**src/rtl/aes128_pkg.sv**
```systemverilog
// Shared constants, types and helpers for the iterative AES-128 encrypt sequencer.
package aes128_pkg;

  typedef enum logic [2:0] {
    ST_IDLE, ST_INIT, ST_KSUB, ST_KXOR, ST_SSUB, ST_RND, ST_DONE
  } state_e;

  localparam logic [7:0] RCON_INIT = 8'h01;
  localparam logic [7:0] AES_POLY  = 8'h1B;
  localparam int         NB_BYTES  = 16;
  localparam int         KW_BYTES  = 4;

  // S-box read order for SubWord(RotWord(w3)): bytes 13,14,15,12 of the key
  localparam logic [3:0] KEY_ROT_IDX [KW_BYTES] = '{4'd13, 4'd14, 4'd15, 4'd12};

  // One S-box operation as it travels through the writeback delay line
  typedef struct packed {
    logic       vld;
    logic       src;
    logic [3:0] widx;
    logic       last;
  } sbox_op_t;

  function automatic logic [7:0] xtime(input logic [7:0] b);
    return {b[6:0], 1'b0} ^ (b[7] ? AES_POLY : 8'h00);
  endfunction

endpackage

```
**src/rtl/aes128_round_ctrl_if.sv**
```systemverilog
// Command handshake plus datapath strobes between the sequencer and its neighbours.
interface aes128_round_ctrl_if;
  logic       start;
  logic       ack;
  logic       busy;
  logic       done;
  logic [3:0] round;
  logic       init_ark;
  logic       sbox_req;
  logic       sbox_src;
  logic [3:0] sbox_idx;
  logic       sbox_we;
  logic       wb_src;
  logic [3:0] wb_idx;
  logic       key_step;
  logic [7:0] rcon;
  logic       round_step;
  logic       mix_bypass;

  // master issues commands and consumes strobes; slave is the sequencer
  modport master (
    output start, ack,
    input  busy, done, round, init_ark, sbox_req, sbox_src, sbox_idx,
           sbox_we, wb_src, wb_idx, key_step, rcon, round_step, mix_bypass
  );
  modport slave (
    input  start, ack,
    output busy, done, round, init_ark, sbox_req, sbox_src, sbox_idx,
           sbox_we, wb_src, wb_idx, key_step, rcon, round_step, mix_bypass
  );
endinterface

```
**src/rtl/aes128_rcon_gen.sv**
```systemverilog
// Round-constant register: loads 01 at block start, doubles in GF(2^8) per round.
module aes128_rcon_gen
  import aes128_pkg::*;
(
  input  logic       clk,
  input  logic       rst,
  input  logic       i_load,
  input  logic       i_adv,
  output logic [7:0] o_rcon
);

  logic [7:0] r_rcon;

  always_ff @(posedge clk) begin
    if (rst)         r_rcon <= 8'h00;
    else if (i_load) r_rcon <= RCON_INIT;
    else if (i_adv)  r_rcon <= xtime(r_rcon);
  end

  assign o_rcon = r_rcon;

endmodule

```
**src/rtl/aes128_round_ctrl.sv**
```systemverilog
// Sequencer for the iterative AES-128 datapath: time-shares one S-box between
// key SubWord and state SubBytes and emits the per-round step strobes.
module aes128_round_ctrl
  import aes128_pkg::*;
#(
  parameter int NR       = 10,
  parameter int SBOX_LAT = 0
) (
  input  logic                clk,
  input  logic                rst,
  aes128_round_ctrl_if.slave  bus
);

  localparam logic [2:0] S_IDLE = ST_IDLE;
  localparam logic [2:0] S_INIT = ST_INIT;
  localparam logic [2:0] S_KSUB = ST_KSUB;
  localparam logic [2:0] S_KXOR = ST_KXOR;
  localparam logic [2:0] S_SSUB = ST_SSUB;
  localparam logic [2:0] S_RND  = ST_RND;
  localparam logic [2:0] S_DONE = ST_DONE;

  logic [2:0] r_state, w_next;
  logic [3:0] r_cnt;
  logic [3:0] r_round;
  logic       r_rd_done;
  logic       w_ksub, w_ssub, w_last_round;
  logic [3:0] w_sidx;
  logic [7:0] w_rcon;
  sbox_op_t   w_rd, w_wb;

  assign w_ksub       = (r_state == S_KSUB);
  assign w_ssub       = (r_state == S_SSUB);
  assign w_last_round = (r_round == 4'(NR));

  // Issue side: reads stop once the phase's last byte has gone in, then the
  // phase idles until that byte's writeback emerges from the delay line.
  always_comb begin
    w_rd   = '0;
    w_sidx = 4'd0;
    if ((w_ksub || w_ssub) && !r_rd_done) begin
      w_rd.vld  = 1'b1;
      w_rd.src  = w_ksub;
      w_rd.widx = r_cnt;
      w_rd.last = (r_cnt == (w_ksub ? 4'(KW_BYTES - 1) : 4'(NB_BYTES - 1)));
      w_sidx    = w_ksub ? KEY_ROT_IDX[r_cnt[1:0]] : r_cnt;
    end
  end

  generate
    if (SBOX_LAT == 0) begin : g_nodly
      assign w_wb = w_rd;
    end else begin : g_dly
      sbox_op_t r_dly [SBOX_LAT];
      always_ff @(posedge clk) begin
        if (rst) begin
          for (int i = 0; i < SBOX_LAT; i++) r_dly[i] <= '0;
        end else begin
          r_dly[0] <= w_rd;
          for (int i = 1; i < SBOX_LAT; i++) r_dly[i] <= r_dly[i-1];
        end
      end
      assign w_wb = r_dly[SBOX_LAT-1];
    end
  endgenerate

  always_comb begin
    w_next = r_state;
    case (r_state)
      S_IDLE: if (bus.start) w_next = S_INIT;
      S_INIT: w_next = S_KSUB;
      S_KSUB: if (w_wb.vld && w_wb.last) w_next = S_KXOR;
      S_KXOR: w_next = S_SSUB;
      S_SSUB: if (w_wb.vld && w_wb.last) w_next = S_RND;
      S_RND:  w_next = w_last_round ? S_DONE : S_KSUB;
      S_DONE: if (bus.ack) w_next = bus.start ? S_INIT : S_IDLE;
      default: w_next = S_IDLE;
    endcase
  end

  always_ff @(posedge clk) begin
    if (rst) begin
      r_state   <= S_IDLE;
      r_cnt     <= 4'd0;
      r_rd_done <= 1'b0;
      r_round   <= 4'd0;
    end else begin
      r_state <= w_next;
      if (w_rd.vld) r_cnt <= w_rd.last ? 4'd0 : r_cnt + 4'd1;
      // phase exit wins over the last-read flag so the next phase starts clean
      if (w_next != r_state)          r_rd_done <= 1'b0;
      else if (w_rd.vld && w_rd.last) r_rd_done <= 1'b1;
      if (r_state == S_INIT)                      r_round <= 4'd1;
      else if (r_state == S_RND && !w_last_round) r_round <= r_round + 4'd1;
      else if (r_state == S_DONE && bus.ack)      r_round <= 4'd0;
    end
  end

  aes128_rcon_gen u_rcon (
    .clk    (clk),
    .rst    (rst),
    .i_load (r_state == S_INIT),
    .i_adv  (r_state == S_RND && !w_last_round),
    .o_rcon (w_rcon)
  );

  assign bus.busy       = (r_state != S_IDLE) && (r_state != S_DONE);
  assign bus.done       = (r_state == S_DONE);
  assign bus.round      = r_round;
  assign bus.init_ark   = (r_state == S_INIT);
  assign bus.sbox_req   = w_rd.vld;
  assign bus.sbox_src   = w_rd.src;
  assign bus.sbox_idx   = w_sidx;
  assign bus.sbox_we    = w_wb.vld;
  assign bus.wb_src     = w_wb.src;
  assign bus.wb_idx     = w_wb.widx;
  assign bus.key_step   = (r_state == S_KXOR);
  assign bus.rcon       = (r_round != 4'd0) ? w_rcon : 8'h00;
  assign bus.round_step = (r_state == S_RND);
  assign bus.mix_bypass = (r_state == S_RND) && w_last_round;

endmodule

```
**src/flat_wrapper.sv**
```systemverilog
// flat-port wrapper written by rule: the top's interface ports become plain ports
module aes128_round_ctrl_flat import aes128_pkg::*;
#(
  parameter int NR       = 10,
  parameter int SBOX_LAT = 0
)
  (clk, rst, bus_start, bus_ack, bus_busy, bus_done, bus_round, bus_init_ark, bus_sbox_req, bus_sbox_src, bus_sbox_idx, bus_sbox_we, bus_wb_src, bus_wb_idx, bus_key_step, bus_rcon, bus_round_step, bus_mix_bypass);
  aes128_round_ctrl_if bus_i ();
  input  logic clk;
  input  logic rst;
  input wire logic [$bits(bus_i.start)-1:0] bus_start;
  input wire logic [$bits(bus_i.ack)-1:0] bus_ack;
  output wire logic [$bits(bus_i.busy)-1:0] bus_busy;
  output wire logic [$bits(bus_i.done)-1:0] bus_done;
  output wire logic [$bits(bus_i.round)-1:0] bus_round;
  output wire logic [$bits(bus_i.init_ark)-1:0] bus_init_ark;
  output wire logic [$bits(bus_i.sbox_req)-1:0] bus_sbox_req;
  output wire logic [$bits(bus_i.sbox_src)-1:0] bus_sbox_src;
  output wire logic [$bits(bus_i.sbox_idx)-1:0] bus_sbox_idx;
  output wire logic [$bits(bus_i.sbox_we)-1:0] bus_sbox_we;
  output wire logic [$bits(bus_i.wb_src)-1:0] bus_wb_src;
  output wire logic [$bits(bus_i.wb_idx)-1:0] bus_wb_idx;
  output wire logic [$bits(bus_i.key_step)-1:0] bus_key_step;
  output wire logic [$bits(bus_i.rcon)-1:0] bus_rcon;
  output wire logic [$bits(bus_i.round_step)-1:0] bus_round_step;
  output wire logic [$bits(bus_i.mix_bypass)-1:0] bus_mix_bypass;
  assign bus_i.start = bus_start;
  assign bus_i.ack = bus_ack;
  assign bus_busy = bus_i.busy;
  assign bus_done = bus_i.done;
  assign bus_round = bus_i.round;
  assign bus_init_ark = bus_i.init_ark;
  assign bus_sbox_req = bus_i.sbox_req;
  assign bus_sbox_src = bus_i.sbox_src;
  assign bus_sbox_idx = bus_i.sbox_idx;
  assign bus_sbox_we = bus_i.sbox_we;
  assign bus_wb_src = bus_i.wb_src;
  assign bus_wb_idx = bus_i.wb_idx;
  assign bus_key_step = bus_i.key_step;
  assign bus_rcon = bus_i.rcon;
  assign bus_round_step = bus_i.round_step;
  assign bus_mix_bypass = bus_i.mix_bypass;
  aes128_round_ctrl #(.NR(NR), .SBOX_LAT(SBOX_LAT)) u_core (.clk(clk), .rst(rst), .bus(bus_i));
endmodule
```
**config.mk**
```make
export PLATFORM = sky130hd
export DESIGN_NAME = aes128_round_ctrl_flat
export DESIGN_NICKNAME = d
export VERILOG_FILES = /design/src/rtl/aes128_pkg.sv /design/src/rtl/aes128_round_ctrl_if.sv /design/src/rtl/aes128_rcon_gen.sv /design/src/rtl/aes128_round_ctrl.sv /design/src/flat_wrapper.sv
export SDC_FILE = /design/constraint.sdc
export NUM_CORES = 1
export LEC_CHECK = 0
export ABC_CLOCK_PERIOD_IN_PS = 2900
export CELL_PAD_IN_SITES_DETAIL_PLACEMENT = 2
export CELL_PAD_IN_SITES_GLOBAL_PLACEMENT = 2
export CORE_ASPECT_RATIO = 0.6
export CORE_MARGIN = 1.5
export CORE_UTILIZATION = 28
export CTS_BUF_LIST = sky130_fd_sc_hd__clkbuf_2 sky130_fd_sc_hd__clkbuf_4 sky130_fd_sc_hd__clkbuf_8
export CTS_CLUSTER_SIZE = 10
export DETAILED_ROUTE_END_ITERATION = 8
export PLACE_DENSITY = 0.85
export SLEW_MARGIN = 30
export SYNTH_ARGS = -nofsm -noshare
export SYNTH_HDL_FRONTEND = slang
export SYNTH_SLANG_ARGS = --single-unit
export TNS_END_PERCENT = 10
```
**constraint.sdc**
```tcl
create_clock -name clk -period 2.9 [get_ports clk]
set_clock_uncertainty 0.2 [all_clocks]
set_input_delay 0.87 -clock clk [delete_from_list [all_inputs] [get_ports clk]]
set_output_delay 0.87 -clock clk [all_outputs]
set_load 0.01 [all_outputs]
```
# After elaboration in Yosys (flattened, before gate mapping)
# Cells that the tools add are included.
classes:
  n_addsub: 2
  magnitude_cmp: 1
  n_eq_ne: 10
  muxes: 22
  n_bitwise: 2
  reduce_logical: 17
op_table:
  columns: ["cell", "n"]
  rows:
  - ["$mux W4", 8]
  - ["$pmux W3 S7", 1]
  - ["$mux W3", 5]
  - ["$eq A3 B3 Y1 const B", 3]
  - ["$add A4 B1 Y4 const B", 2]
  - ["$bmux W4 S2", 1]
  - ["$mux W8", 1]
  - ["$xor A8 B5 Y8", 1]
  - ["$mux W7", 1]
  - ["$eq A3 B2 Y1 const B", 2]
  - ["$logic_and A1 B1 Y1", 6]
  - ["$reduce_bool A3 Y1", 2]
  - ["$mux W5", 1]
  - ["$eq A4 B4 Y1", 1]
  - ["$eq A4 B4 Y1 const B", 1]
  - ["$mux W1", 4]
  - ["$reduce_bool A2 Y1", 2]
  - ["$reduce_bool A4 Y1", 1]
  - ["$reduce_or A2 Y1", 2]
  - ["$eq A3 B1 Y1 const B", 1]
  - ["$ge A3 B3 Y1 const B", 1]
  - ["$logic_not A3 Y1", 1]
  - ["$ne A3 B3 Y1", 1]
  - ["$ne A3 B3 Y1 const B", 1]
  - ["3 further kinds", 4]
word_totals:
  reg_bits: 20
  output_inout_bits: 30
  elab_cells: 61

# Depth between registers and ports, before layout
logic_depth:
  word_depth: 9
  mapped_depth: 7
  mapped_depth_nobuf: 6

# Hierarchy
# A second synthesis with hierarchy kept.
hier_totals:
  hier_cells: 150
  area_unflattened_um2: 1191.1
by_module_without_submodules:
  columns: ["module", "n_inst", "cells_per_inst", "area_each_um2"]
  rows:
  - ["aes128_round_ctrl", 1, 118, 873.3]
  - ["aes128_rcon_gen", 1, 32, 317.8]

# Worst setup path after synthesis
# OpenSTA, ideal clock, no wires.
synth_path:
  kind: "register -> output"
  start: "register u_core.r_state[1]"
  end: "output bus_wb_src"
  arrival_time_ns: 1.282
  slack_ns: 0.548
  stages_incl_launch_ff: 6
  path_buffers: 2
  path_cell_list: "dfxtp_1 -> buf_4 -> nor3b_2 -> inv_1 -> nor2_1 -> buf_4"
synth_between:
  elab_chain_cells: 4
  elab_cells_between_ends: 5
  classes_between: "2 x eq/ne; 1 x mux; 2 x reduce/logical"
synth_lines:
  columns: ["item", "line", "rtl"]
  rows:
  - ["start: declaration", "aes128_round_ctrl.sv:22", "logic [2:0] r_state, w_next;"]
  - ["start signal: assignment", "aes128_round_ctrl.sv:87", "r_state <= w_next;"]
  - ["$eq A3 B2 Y1 / $eq A3 B3 Y1 (equally long branches)", "aes128_round_ctrl.sv:31, aes128_round_ctrl.sv:32", null]
  - ["$logic_or A1 B1 Y1", "aes128_round_ctrl.sv:40", "if ((w_ksub || w_ssub) && !r_rd_done) begin"]
  - ["$logic_and A1 B1 Y1", "aes128_round_ctrl.sv:40", null]
  - ["$mux W7 *", "aes128_round_ctrl.sv:40", null]
  - ["end: declaration", "flat_wrapper.sv:21", "output wire logic [$bits(bus_i.wb_src)-1:0] bus_wb_src;"]
# Mark *: on every way between the ends. The rest lies on a longest branch, timed or not.

# Final worst setup path
layout_path:
  start: "register u_core.r_state[0]"
  end: "output bus_key_step"
layout_between:
  elab_chain_cells: 1
layout_lines:
  columns: ["item", "line", "rtl"]
  rows:
  - ["$eq A3 B2 Y1", "aes128_round_ctrl.sv:116", "assign bus.key_step = (r_state == S_KXOR);"]
  - ["end: declaration", "flat_wrapper.sv:23", "output wire logic [$bits(bus_i.key_step)-1:0] bus_key_step;"]
# Every way passes these cells.

==> run_results.csv <==
group,metric,value,unit
pwr,power_density,386,nW/um^2
cts,cts.sinks,20,
yosys,synth_fp_nets,172,
drt,dr.first_iter.drc_count,81,
global_routing,grt_use_total,25.0,%
yosys,syn_avg_cell_area,7.99,um^2
critical_path,cp_slowest_cell,"clkdlybuf4s50_1",
yosys,ys_seq_elements,20,
sta,worst_slew_pin_slew,0.528,ns
sta,setup_viol,0,
global_routing,overflow,0,
floorplanning,core-area,4230,um^2
layout,syn_to_final_growth,46.2,%
drt,routed_wl,6120,um
sta,drv_slew,0,
critical_path,path_cells,"buf_4 -> nand2_1 -> or2_2 -> inv_1 -> clkdlybuf4s50_1",
floorplanning,dieArea,4990,um^2
place,io_buffer_count,33,
sta,maxSlewHeadroom,64.8,%
critical_path,critPathArrivalTime,1.80,ns
drt,drc,0,
critical_path,critical_path_class,"reg -> out",
global_routing,grt_max_degree,14,
cts,clk_pin_slew,0.08,ns
run_status,status,"finished clean",
drt,vias,1442,
critical_path,setup.worst_path.end_class,"primary output",
yosys,seq_area_frac_synth,31.3,%
cts,cts_buffer_depth,2,
sta,fin_crit_sh,99.1,%
sta,hold_slack,0.301,ns
drt,viasPerCell,5.52,
flow_run,maxCapViolCount,0,
cts,htreeDepth,1,
hold_path,hp-class,"reg -> reg",
sta,fmax,348,MHz
floorplanning,die_w,90.2,um
floorplanning,io_pins,34,
layout,diodes,0,
cts,cts_buffers,3,
layout,mostFrequentLayoutCell,"dfxtp_1",
floorplanning,initial_utilization,30.2,%
yosys,synth.area.top_cells,"dfxtp_1 31%, ha_1 7.8%, a21oi_1 5.9%",
pwr,power.leakage,0.873,nW
yosys,yosysWarnings,0,
drt,avgRoutedWirePerCell,23.4,um
yosys,synth_edf_count,0,
global_routing,grt_pass1_wl,9530,um
critical_path,cp_top_family,"buffers and inverters",
sta,layout_setup_ws,0.0269,ns
place,post-place-ws,-0.272,ns
global_routing,antenna_found_initial,0,
drt,ant_nets,0,
yosys,synth_top_area_share,31.3,%
critical_path,worst-path-buf-inv,3,
yosys,syn_inst,160,
floorplanning,die_height,55.3,um
critical_path,worst_setup_path_start_kind,"register",
place,gp_congestion,0.823,
cts,clockRootBuffer,"clkbuf_8",
critical_path,critical_path.max_stage_delay,0.53,ns
sta,period_needed,2.87,ns
yosys,synth_cell_type_count,39,
layout,drive_gt1_share,17.9,%
sta,finalHoldViolations,0,
critical_path,cp_max_fo,8,
yosys,synth_ff_type,"dfxtp_1",
critical_path,critical_path_required,1.83,ns
yosys,async_reset_ff_share,0,%
sta,setup_tns,0,ns
floorplanning,rows,18,
cts,cts_tree,"yes",
drt,dr.pass1.iters,4,
cts,insertion_delay,0.28,ns
place,hpwlAfterDp,3920,um
yosys,synth_area_leader_cell,"dfxtp_1",
layout,final_cell_mix,"16 x dfxtp_1, 15 x a21oi_1, 15 x buf_4",
layout,layout.nets,214,
yosys,netlist_area,1280,um^2
global_routing,grt_pass1_vias,1609,
pwr,vdd_drop_max,541,uV
sta,rsz0062_at_grt,"true",
-- final timing paths --
| path | startpoint | end | slack, ns | depth (start not counted) |
|---|---|---|---|---|
| setup reg to reg | u_core.r_state[2] | u_core.r_cnt[3] | 0.68 | 6 |
| setup / recovery | u_core.r_state[0] | bus_key_step | 0.03 | 5 |
| hold reg to reg | u_core.u_rcon.o_rcon[1] | u_core.u_rcon.o_rcon[2] | 0.30 | 2 |
| hold / removal | u_core.u_rcon.o_rcon[1] | u_core.u_rcon.o_rcon[2] | 0.30 | 2 |
-- logic make-up after synthesis --
logic type | synth area share, %
and+or+nand+nor | 28.0
muxes | 0.783
DFF | 31.3
AOI/OAI and AO/OA | 18.8
buffers and inverters | 9.30
adders and majority gates | 7.83
xor gates and xnor gates | 4.01
-- flip-flops by register name, summed over array words and instances (netlist names) --
register	cells
u_core.r_rd_done	1
u_core.r_state	3
u_core.u_rcon.o_rcon	8
u_core.bus.round	4
u_core.r_cnt	4
-- cells in the mapped netlist, types with 2 or more instances --
| library cell | n |
|---|---|
| dfxtp_1 | 20 |
| a21oi_1 | 15 |
| nor2_1 | 15 |
| inv_1 | 13 |
| nand3_1 | 11 |
| nor2b_1 | 11 |
| o21ai_0 | 10 |
| ha_1 | 8 |
| a311oi_1 | 4 |
| buf_2 | 4 |
| nand2b_1 | 4 |
| xnor2_1 | 4 |
| buf_4 | 3 |
| clkbuf_1 | 3 |
| nand2_1 | 3 |
| o211ai_1 | 3 |
| a211oi_1 | 2 |
| a31oi_1 | 2 |
| nand3b_1 | 2 |
| nand4_1 | 2 |
| or2_2 | 2 |
| or3_1 | 2 |
-- routing by layer --
| layer | GRT usage, % | share of wire, % | up-vias |
|---|---|---|---|
| met5 | 0 | 0 | - |
| met2 | 42.1 | 48 | 45 |
| met4 | 12.0 | 4.0 | 0 |
| li1 | - | - | 640 |
| met3 | 3.99 | 4.2 | 19 |
| met1 | 31.3 | 43 | 738 |
-- per-stage QoR --
stage | instance area (um^2) | total power (W) | util (%) | std cells
after floorplan | 1280 | 0.000356 | - | 160
after global placement | 1730 | 0.000400 | 40.8 | 256
after detailed placement | 1730 | 0.000413 | 40.8 | 256
after CTS | 1840 | 0.000723 | 43.6 | 261
after global routing | 1870 | 0.000747 | 44.1 | 261
final | 1870 | 0.000722 | 44.1 | 261
-- worst reg2reg max path, cell delays in order (launching register included) --
cell and delay [ns]:
dfxtp_2 0.40, nor3b_4 0.24, inv_1 0.14, ha_1 0.31, nand3_1 0.26, a211oi_1 0.39
o32ai_1 0.16
-- layout make-up --
class	count	area [um^2]
Fill cell	485	2360
Clock buffer	3	41.3
Timing Repair Buffer	49	458
Inverter	13	48.8
Sequential cell	20	408
Clock inverter	1	30.0
Multi-Input combinational cell	115	808
Tap cell	60	75.1
-- where the power goes --
group	internal (W)	leakage [nW]	switching (W)
combinational	0.0000577	0.673	0.0000759
clock	0.000185	0.0357	0.000112
sequential	0.000281	0.164	0.0000102
-- repair_timing --
| item | in CTS | in global routing |
|---|---|---|
| pin swaps | 1 | 0 |
| hold endpoints to repair | 0 | 0 |
| hold buffers | 0 | 0 |
| gates resized for setup | 26 | 11 |
| cloned | 0 | 0 |
| buffers inserted | 1 | 0 |
| endpoints found under the setup margin | 24 | 12 |
(Power assumes the default switching activity.)
